<file path="config.mk">
export PLATFORM = sky130hd
export DESIGN_NAME = fei4_rx_frame_assembler
export DESIGN_NICKNAME = d
export VERILOG_FILES = /design/src/rtl/fei4_rx_pkg.sv /design/src/rtl/sat_counter8.sv /design/src/rtl/fei4_rx_frame_assembler.sv
export SDC_FILE = /design/constraint.sdc
export NUM_CORES = 1
export LEC_CHECK = 0
export CAP_MARGIN = 10
export CORE_AREA = 2 2 85 87
export DETAILED_ROUTE_END_ITERATION = 10
export DIE_AREA = 0 0 87 89
export GPL_ROUTABILITY_DRIVEN = 0
export PLACE_DENSITY = 0.84
export SYNTH_ARGS = -nofsm -noshare
export SYNTH_HDL_FRONTEND = slang
export SYNTH_SLANG_ARGS = --single-unit
</file>
<file path="constraint.sdc">
create_clock -name WCLK -period 2.6 [get_ports WCLK]
set_input_delay 0.39 -clock WCLK [delete_from_list [all_inputs] [get_ports WCLK]]
set_output_delay 0.39 -clock WCLK [all_outputs]
set_load 0.02 [all_outputs]
</file>
<file path="src/rtl/fei4_rx_pkg.sv">
`default_nettype none
// ============================================================================
//  Module  : fei4_rx_pkg
//  Purpose : Shared constants and types for the FE-I4 receive frame assembler:
//            comma K-codes, FSM state encoding, record and counter widths.
//  Ports   : none (package)
//  Revision: 1.0 - initial release
// ============================================================================
package fei4_rx_pkg;

    // Comma symbols seen on the decoded stream (all carried with K=1)
    localparam logic [7:0] K28_7 = 8'hFC;   // start of frame
    localparam logic [7:0] K28_5 = 8'hBC;   // end of frame
    localparam logic [7:0] K28_1 = 8'h3C;   // idle filler

    localparam int REC_W = 24;              // one FE-I4 record = 3 bytes
    localparam int CNT_W = 8;               // error counter width

    typedef enum logic [0:0] {
        IDLE  = 1'b0,
        FRAME = 1'b1
    } rx_state_t;

endpackage : fei4_rx_pkg
`default_nettype wire

</file>
<file path="src/rtl/sat_counter8.sv">
`default_nettype none
// ============================================================================
//  Module  : sat_counter8
//  Purpose : 8-bit counter that sticks at its maximum value instead of wrapping.
//  Ports   : clk   - clock
//            clear - synchronous clear, dominant over inc
//            inc   - add one this cycle (ignored once saturated)
//            value - current count
//  Revision: 1.0 - initial release
// ============================================================================
module sat_counter8
    import fei4_rx_pkg::*;
(
    input  logic             clk,
    input  logic             clear,
    input  logic             inc,
    output logic [CNT_W-1:0] value
);

    always_ff @(posedge clk) begin
        if (clear) begin
            value <= '0;
        end else if (inc && (value != {CNT_W{1'b1}})) begin
            value <= value + CNT_W'(1);
        end
    end

endmodule : sat_counter8
`default_nettype wire

</file>
<file path="src/rtl/fei4_rx_frame_assembler.sv">
`default_nettype none
// ============================================================================
//  Module  : fei4_rx_frame_assembler
//  Purpose : Tracks SOF/EOF comma framing on the decoded 8b10b stream, packs
//            data bytes into 24-bit records and writes them to the record
//            FIFO. Counts decoder, framing and FIFO-overflow losses.
//  Params  : MAX_REC - records allowed per frame before a data byte is
//            treated as a framing error.
//  Config  : FEI4_RX_SOF_FLAG_EN - when defined, REC_SOF marks the first
//            record written after each SOF; otherwise REC_SOF is tied to 0.
//  Ports   : WCLK, RESET (sync, active-high), ENABLE
//            DEC_VALID, DEC_DATA[7:0], DEC_K, DEC_CODE_ERR  - decoder side
//            FIFO_FULL, FIFO_WRITE, FIFO_DATA[23:0], REC_SOF - FIFO side
//            IN_FRAME, DECODER_ERR_CNT, FRAME_ERR_CNT, LOST_ERR_CNT - status
//  Revision: 1.0 - initial release
// ============================================================================
module fei4_rx_frame_assembler
    import fei4_rx_pkg::*;
#(
    parameter int MAX_REC = 255
)(
    input  logic             WCLK,
    input  logic             RESET,
    input  logic             ENABLE,
    input  logic             DEC_VALID,
    input  logic [7:0]       DEC_DATA,
    input  logic             DEC_K,
    input  logic             DEC_CODE_ERR,
    input  logic             FIFO_FULL,
    output logic             FIFO_WRITE,
    output logic [REC_W-1:0] FIFO_DATA,
    output logic             REC_SOF,
    output logic             IN_FRAME,
    output logic [CNT_W-1:0] DECODER_ERR_CNT,
    output logic [CNT_W-1:0] FRAME_ERR_CNT,
    output logic [CNT_W-1:0] LOST_ERR_CNT
);

    localparam int                   REC_CNT_W = $clog2(MAX_REC + 1);
    localparam logic [REC_CNT_W-1:0] REC_LIMIT = REC_CNT_W'(MAX_REC);

    rx_state_t              r_state;
    logic [1:0]             r_idx;
    logic [REC_CNT_W-1:0]   r_rec_cnt;
    logic [7:0]             r_byte0;
    logic [7:0]             r_byte1;

    logic w_active;      // valid, enabled, error-free symbol
    logic w_in_frame;
    logic w_sof;
    logic w_eof;
    logic w_idle_k;
    logic w_unknown_k;
    logic w_data;
    logic w_rec_full;    // frame already holds MAX_REC records
    logic w_complete;    // this byte completes a record
    logic w_write;
    logic w_dec_err_inc;
    logic w_frame_err_inc;
    logic w_lost_inc;

    always_comb begin
        w_active        = ENABLE && DEC_VALID && !DEC_CODE_ERR;
        w_in_frame      = (r_state == FRAME);
        w_sof           = w_active && DEC_K && (DEC_DATA == K28_7);
        w_eof           = w_active && DEC_K && (DEC_DATA == K28_5);
        w_idle_k        = w_active && DEC_K && (DEC_DATA == K28_1);
        w_unknown_k     = w_active && DEC_K && !w_sof && !w_eof && !w_idle_k;
        w_data          = w_active && !DEC_K;
        w_rec_full      = (r_rec_cnt == REC_LIMIT);
        w_complete      = w_data && w_in_frame && !w_rec_full && (r_idx == 2'd2);
        w_write         = w_complete && !FIFO_FULL;
        w_lost_inc      = w_complete && FIFO_FULL;
        w_dec_err_inc   = ENABLE && DEC_VALID && DEC_CODE_ERR;
        // All framing-error sources collapse into one increment per cycle
        w_frame_err_inc = (w_data && !w_in_frame)
                       || (w_eof  && !w_in_frame)
                       || (w_eof  &&  w_in_frame && (r_idx != 2'd0))
                       || (w_sof  &&  w_in_frame)
                       || (w_unknown_k && w_in_frame)
                       || (w_data &&  w_in_frame && w_rec_full);
    end

    assign IN_FRAME = w_in_frame;

    // Framing FSM and record packer
    always_ff @(posedge WCLK) begin
        if (RESET) begin
            r_state    <= IDLE;
            r_idx      <= 2'd0;
            r_rec_cnt  <= '0;
            r_byte0    <= 8'd0;
            r_byte1    <= 8'd0;
            FIFO_WRITE <= 1'b0;
            FIFO_DATA  <= '0;
        end else begin
            FIFO_WRITE <= 1'b0;
            if (!ENABLE) begin
                r_state <= IDLE;
                r_idx   <= 2'd0;
            end else if (DEC_VALID) begin
                if (DEC_CODE_ERR) begin
                    // Corrupted symbol: abandon the frame, no framing error
                    if (w_in_frame) begin
                        r_state <= IDLE;
                        r_idx   <= 2'd0;
                    end
                end else if (DEC_K) begin
                    if (w_sof) begin
                        r_state   <= FRAME;
                        r_idx     <= 2'd0;
                        r_rec_cnt <= '0;
                    end else if (w_eof || (w_unknown_k && w_in_frame)) begin
                        r_state <= IDLE;
                        r_idx   <= 2'd0;
                    end
                end else if (w_in_frame) begin
                    if (w_rec_full) begin
                        r_state <= IDLE;
                        r_idx   <= 2'd0;
                    end else begin
                        case (r_idx)
                            2'd0: begin
                                r_byte0 <= DEC_DATA;
                                r_idx   <= 2'd1;
                            end
                            2'd1: begin
                                r_byte1 <= DEC_DATA;
                                r_idx   <= 2'd2;
                            end
                            default: begin
                                r_idx     <= 2'd0;
                                r_rec_cnt <= r_rec_cnt + REC_CNT_W'(1);
                                // A dropped record still counts toward MAX_REC
                                if (!FIFO_FULL) begin
                                    FIFO_WRITE <= 1'b1;
                                    FIFO_DATA  <= {r_byte0, r_byte1, DEC_DATA};
                                end
                            end
                        endcase
                    end
                end
            end
        end
    end

`ifdef FEI4_RX_SOF_FLAG_EN
    // Pending flag survives dropped records so the first record that actually
    // reaches the FIFO after SOF carries the marker.
    logic r_sof_pending;

    always_ff @(posedge WCLK) begin
        if (RESET) begin
            r_sof_pending <= 1'b0;
            REC_SOF       <= 1'b0;
        end else begin
            REC_SOF <= 1'b0;
            if (!w_in_frame) begin
                r_sof_pending <= 1'b0;
            end
            if (w_write) begin
                REC_SOF       <= r_sof_pending;
                r_sof_pending <= 1'b0;
            end
            if (w_sof) begin
                r_sof_pending <= 1'b1;
            end
        end
    end
`else
    assign REC_SOF = 1'b0;
`endif

    sat_counter8 u_dec_err_cnt (
        .clk   (WCLK),
        .clear (RESET),
        .inc   (w_dec_err_inc),
        .value (DECODER_ERR_CNT)
    );

    sat_counter8 u_frame_err_cnt (
        .clk   (WCLK),
        .clear (RESET),
        .inc   (w_frame_err_inc),
        .value (FRAME_ERR_CNT)
    );

    sat_counter8 u_lost_err_cnt (
        .clk   (WCLK),
        .clear (RESET),
        .inc   (w_lost_inc),
        .value (LOST_ERR_CNT)
    );

endmodule : fei4_rx_frame_assembler
`default_nettype wire

</file>
Yosys cells after proc, flatten, opt, wreduce, memory -nomap -nowiden --
Index checks and enable logic that the tools add are counted.
Word-level totals: flip-flop bits (word level) 76, input bits 15, output and inout bits 51, word-level logic and storage cells 106
Operators by class: $add $sub $neg 4, eq/ne operators 14, mux-type cells 20, bitwise operators 8, reductions and logical operators 50
Operators by type and width (number):
- $mux W8 | 5
- $add A8 B1 Y8 const B | 4
- $logic_and A1 B1 Y1 | 25
- $eq A8 B8 Y1 const B | 3
- $ne A8 B8 Y1 const B | 3
- $reduce_and A7 Y1 | 3
- $mux W2 | 7
- $reduce_or A9 Y1 | 1
- $eq A8 B6 Y1 const B | 1
- $not A1 Y1 | 8
- $reduce_and A8 Y1 | 1
- $logic_not A1 Y1 | 7
- $mux W1 | 7
- $logic_or A1 B1 Y1 | 6
- $ne A2 B1 Y1 const B | 3
- $ne A4 B1 Y1 const B | 1
- $pmux W2 S2 | 1
- $reduce_and A4 Y1 | 1
- $reduce_bool A2 Y1 | 2
- $reduce_or A2 Y1 | 2
- $eq A2 B1 Y1 const B | 1
- $eq A2 B2 Y1 const B | 1
- $logic_not A2 Y1 | 1
- $ne A2 B2 Y1 const B | 1
- $reduce_and A2 Y1 | 1

Longest topological paths before layout --
depth in word-level cells 14, gate-level depth with buffers 8, gate-level depth less buffers 6

Hierarchy --
A second synthesis with hierarchy kept.
Second synthesis, totals: cells, all modules 398, area, all modules 3484.6 um2
Modules (own cells, without submodules):
- fei4_rx_frame_assembler | instances 1, cells an instance 260, area each 2193.4 um2, seq. area each 1041.0 um2
- sat_counter8 | instances 3, cells an instance 46, area each 430.4 um2, seq. area each 160.2 um2

Least setup slack after synthesis --
Ideal clock, no wire load.
kind input -> register, start point in DEC_DATA[6], end point reg r_rec_cnt[5], library setup time 118 ps, arrival 1903 ps, data required time 2482 ps, setup slack 579 ps, stages 7, buffers on the path 2, cell sequence clkbuf_1 > inv_1 > or4b_4 > buf_6 > a221oi_4 > nand3_2 > mux2i_1
On the way: cells in the longest elaborated chain, start to end 4
RTL lines:
- start, declared | line fei4_rx_frame_assembler.sv:26 | input logic [7:0] DEC_DATA,
- $eq A8 B8 Y1 | line fei4_rx_frame_assembler.sv:65 | w_sof = w_active && DEC_K && (DEC_DATA == K28_7);
- $logic_and A1 B1 Y1 | line fei4_rx_frame_assembler.sv:65
- $ne A2 B1 Y1 (no line)
- $reduce_and A7 Y1 (no line)
- end signal, assigned | line fei4_rx_frame_assembler.sv:133 | r_rec_cnt <= r_rec_cnt + REC_CNT_W'(1);
- end, declared | line fei4_rx_frame_assembler.sv:44 | logic [REC_CNT_W-1:0] r_rec_cnt;
Every way passes these cells. A chain may end at the register's enable or synchronous reset.

Worst setup path after layout --
start point in DEC_DATA[1], end point reg r_rec_cnt[2]
The elaborated chain is that of the path after synthesis.

==> flow_metrics.tcl <==
set metrics [dict create \
    ys_seq_area_share_pct 44.3 \
    tns_ns 0 \
    portBuffers 64 \
    worst_pin_slew_ns 0.586 \
    routed_wl_um 8120 \
    ant_nets 0 \
    fin_util_pct 66.3 \
    core_area_sq_mm 0.00672 \
    synth_commonest_cells "dfxtp_1, nand2_1, a21oi_1, nor2_1" \
    p_sw_uw 503 \
    rrSetupSlack_ns 0.54 \
    die_h_um 89 \
    cts_buffers 9 \
    drt_iter0_drc 262 \
    grt_pass1_vias 2859 \
    critPathMaxStageDelay_ns 0.58 \
    n_antenna_cell 0 \
    clockBufferDepth 2 \
    power.share.clock_pct 43.0 \
    finalCriticalPeriod_ns 2.25 \
    yosys-top-cells-area "dfxtp_1, nand2_1, a21oi_1" \
    synth_async_sr_flop_share_pct 0 \
    synth_edf_count 0 \
    p_int_mw 1.75 \
    path_class "primary input to register" \
    ys_ff_latch 76 \
    finalClockSkew_ns 0.00790 \
    syn-num-nets 422 \
    status "finished, final reports clean" \
    antenna_found_initial 0 \
    ys.flop_type "dfxtp_1" \
    synth.distinct_cells 62 \
    yosysTopAreaCell "dfxtp_1" \
    cts_tree "done" \
    track_usage_pct 21.5 \
    yosys.cell_count.top_type "dfxtp_1" \
    dieArea_sq_mm 0.00774 \
    crit_required_ns 2.86 \
    grt-ovfl-total 0 \
    areaGrowthSynthToFinish_pct 29.6 \
    crit_arrival_ns 2.50 \
    final_hold_viol_count 0 \
    final-max-slew-violation-count 0 \
    ir_drop_mv 0.350 \
    p_seq_share_pct 51.9 \
    final.setup.worst_slack_ns 0.355 \
    rsz0062_at_grt "no" \
    holdBufCountCts 0 \
    relSlewSlack_pct 60.9 \
    final_cells 561 \
    rows 30 \
    post-place-cells 546 \
    clkLatencyLatePin_ns 0.34 \
    min_period_over_period_pct 86.3 \
    swShare_pct 22.3 \
    cp_top_family "simple AND/OR/NAND/NOR gates" \
    grt_max_degree 59 \
    cp_num_buf_inv 2 \
    drv_cap 0 \
    avgSynthCellArea_sq_um 8.53 \
    drcViolationCount 0 \
    io_pins 66 \
    postCtsSetupRepairBufs 0 \
    start_util_pct 51.1 \
    synthesis.area_sq_mm 0.00344 \
    clock-root-buffer "clkbuf_8" \
    power_frac_comb_pct 5.1 \
    htreeDepth 3 \
    die_width_um 87 \
    grt_first_pass_wirelength_um 13300 \
    layout-drive-gt1-share_pct 9.56 \
    fmax_mhz 445 \
    worstSetupEndpointType "register" \
    wl_per_cell_um 14.5 \
    finalPower_mw 2.25 \
    clock_sinks 76 \
    syn_inst 403 \
    dp_hpwl_um 5720 \
    crit_slowest_cell "or4b_4" \
    crit_path_cell_trace "clkdlybuf4s50_1 > nand4bb_1 > buf_4 > or4b_4 > a22oi_2 > nand3b_1 > a21oi_1" \
    cp_max_fo 8 \
    cts.clk_slew.worst_paths_ns 0.08 \
    dr.pass1.iters 4 \
    power_density_mw_per_mm2 506 \
    yosysTopAreaCellShare_pct 44.3 \
    worstSetupStartpointType "primary input" \
    dp_slack_ns 0.0152 \
    post_cts_resized 0 \
    vias 3163 \
    setup_violations 0 \
    nets 496 \
    yosysWarnings 0 \
    hold_class "primary input to register" \
    p_leak_nw 1.63 \
    viasPerCell 5.64 \
]
-- cell usage in the layout (no fill, tap or decap), types with 3 or more instances in the layout --
cell type / synthesis / layout
and3_1: 6 / 6
dfxtp_1: 76 / 76
ha_1: 4 / 4
or4_1: 5 / 5
nand3_1: 19 / 19
nand4_1: 9 / 9
clkbuf_8: 0 / 9
nand3b_1: 4 / 4
nor3_1: 4 / 4
a21oi_1: 41 / 41
o21ai_0: 8 / 8
mux2i_1: 19 / 19
inv_1: 10 / 10
xnor2_1: 4 / 4
o21ai_1: 3 / 3
buf_4: 1 / 20
nor2b_1: 5 / 5
nand2_1: 67 / 67
nor2_1: 39 / 39
xor2_1: 9 / 9
and4_1: 3 / 3
clkdlybuf4s50_1: 0 / 63
-- power groups by stage --
stage | Combinational, mW | Clock, mW | Sequential, mW
3_5_place_dp | 0.113 | 0 | 1.20
5_1_grt | 0.123 | 1.04 | 1.17
3_3_place_gp | 0.110 | 0 | 1.20
6_report | 0.115 | 0.970 | 1.17
4_1_cts | 0.114 | 0.992 | 1.17
2_1_floorplan | 0.0529 | 0 | 1.20
-- layer usage --
metal  wire (um)  GRT usage, %  vias to the layer above
li1            -             -                     1566
met1        3840          29.0                     1498
met2        3810          34.8                       93
met3         393          4.25                        6
met4          82          6.96                        0
met5           0             0                        -
-- through the flow --
stage	area, sq um	hold slack, ns
2_1_floorplan	3440	0.432
3_3_place_gp	4240	0.436
3_5_place_dp	4240	0.447
4_1_cts	4450	0.361
5_1_grt	4450	0.400
6_report	4450	0.382
-- logic make-up after synthesis --
kind of cell | synth area share, %
AOI/OAI and AO/OA | 14.5
xor gates and xnor gates | 3.31
adders and majority gates | 1.46
buffers and inverters | 4.08
DFF | 44.3
muxes | 6.19
other | 0.109
and+or+nand+nor | 26.1
-- cell type report --
class                      instances  area [sq um]
timing repair buffer              85           806
inverter                          10          37.5
multi-input combinational        295          1770
sequential                        76          1520
clock buffer                       9           124
fill                             542          2270
clock inverter                     6          88.8
tap                               80           100
-- registers in the layout, summed over array words and instances (netlist names) --
signal / count
u_lost_err_cnt.value: 8
r_idx: 2
u_frame_err_cnt.value: 8
r_rec_cnt: 8
FIFO_DATA: 24
r_byte0: 8
u_dec_err_cnt.value: 8
r_byte1: 8
FIFO_WRITE: 1
IN_FRAME: 1
-- worst register-to-register path, delay by kind of cell (launching register included) --
kind	cells	cell delay, ns
simple gates	2	0.48
fa+ha+maj	1	0.25
mux	1	0.34
flops	1	0.39
compound gates	2	0.29
buf+inv	1	0.20
-- path summary, 6_finish.rpt --
kind                                   end  depth (start not counted)         start
setup / recovery              r_rec_cnt[2]                          7   DEC_DATA[1]
hold / removal    u_frame_err_cnt.value[4]                          2         RESET
setup reg to reg  u_frame_err_cnt.value[5]                          7  r_rec_cnt[0]
hold reg to reg              FIFO_DATA[13]                          2    r_byte1[5]
No activity file was read; power rests on OpenSTA's default activity.
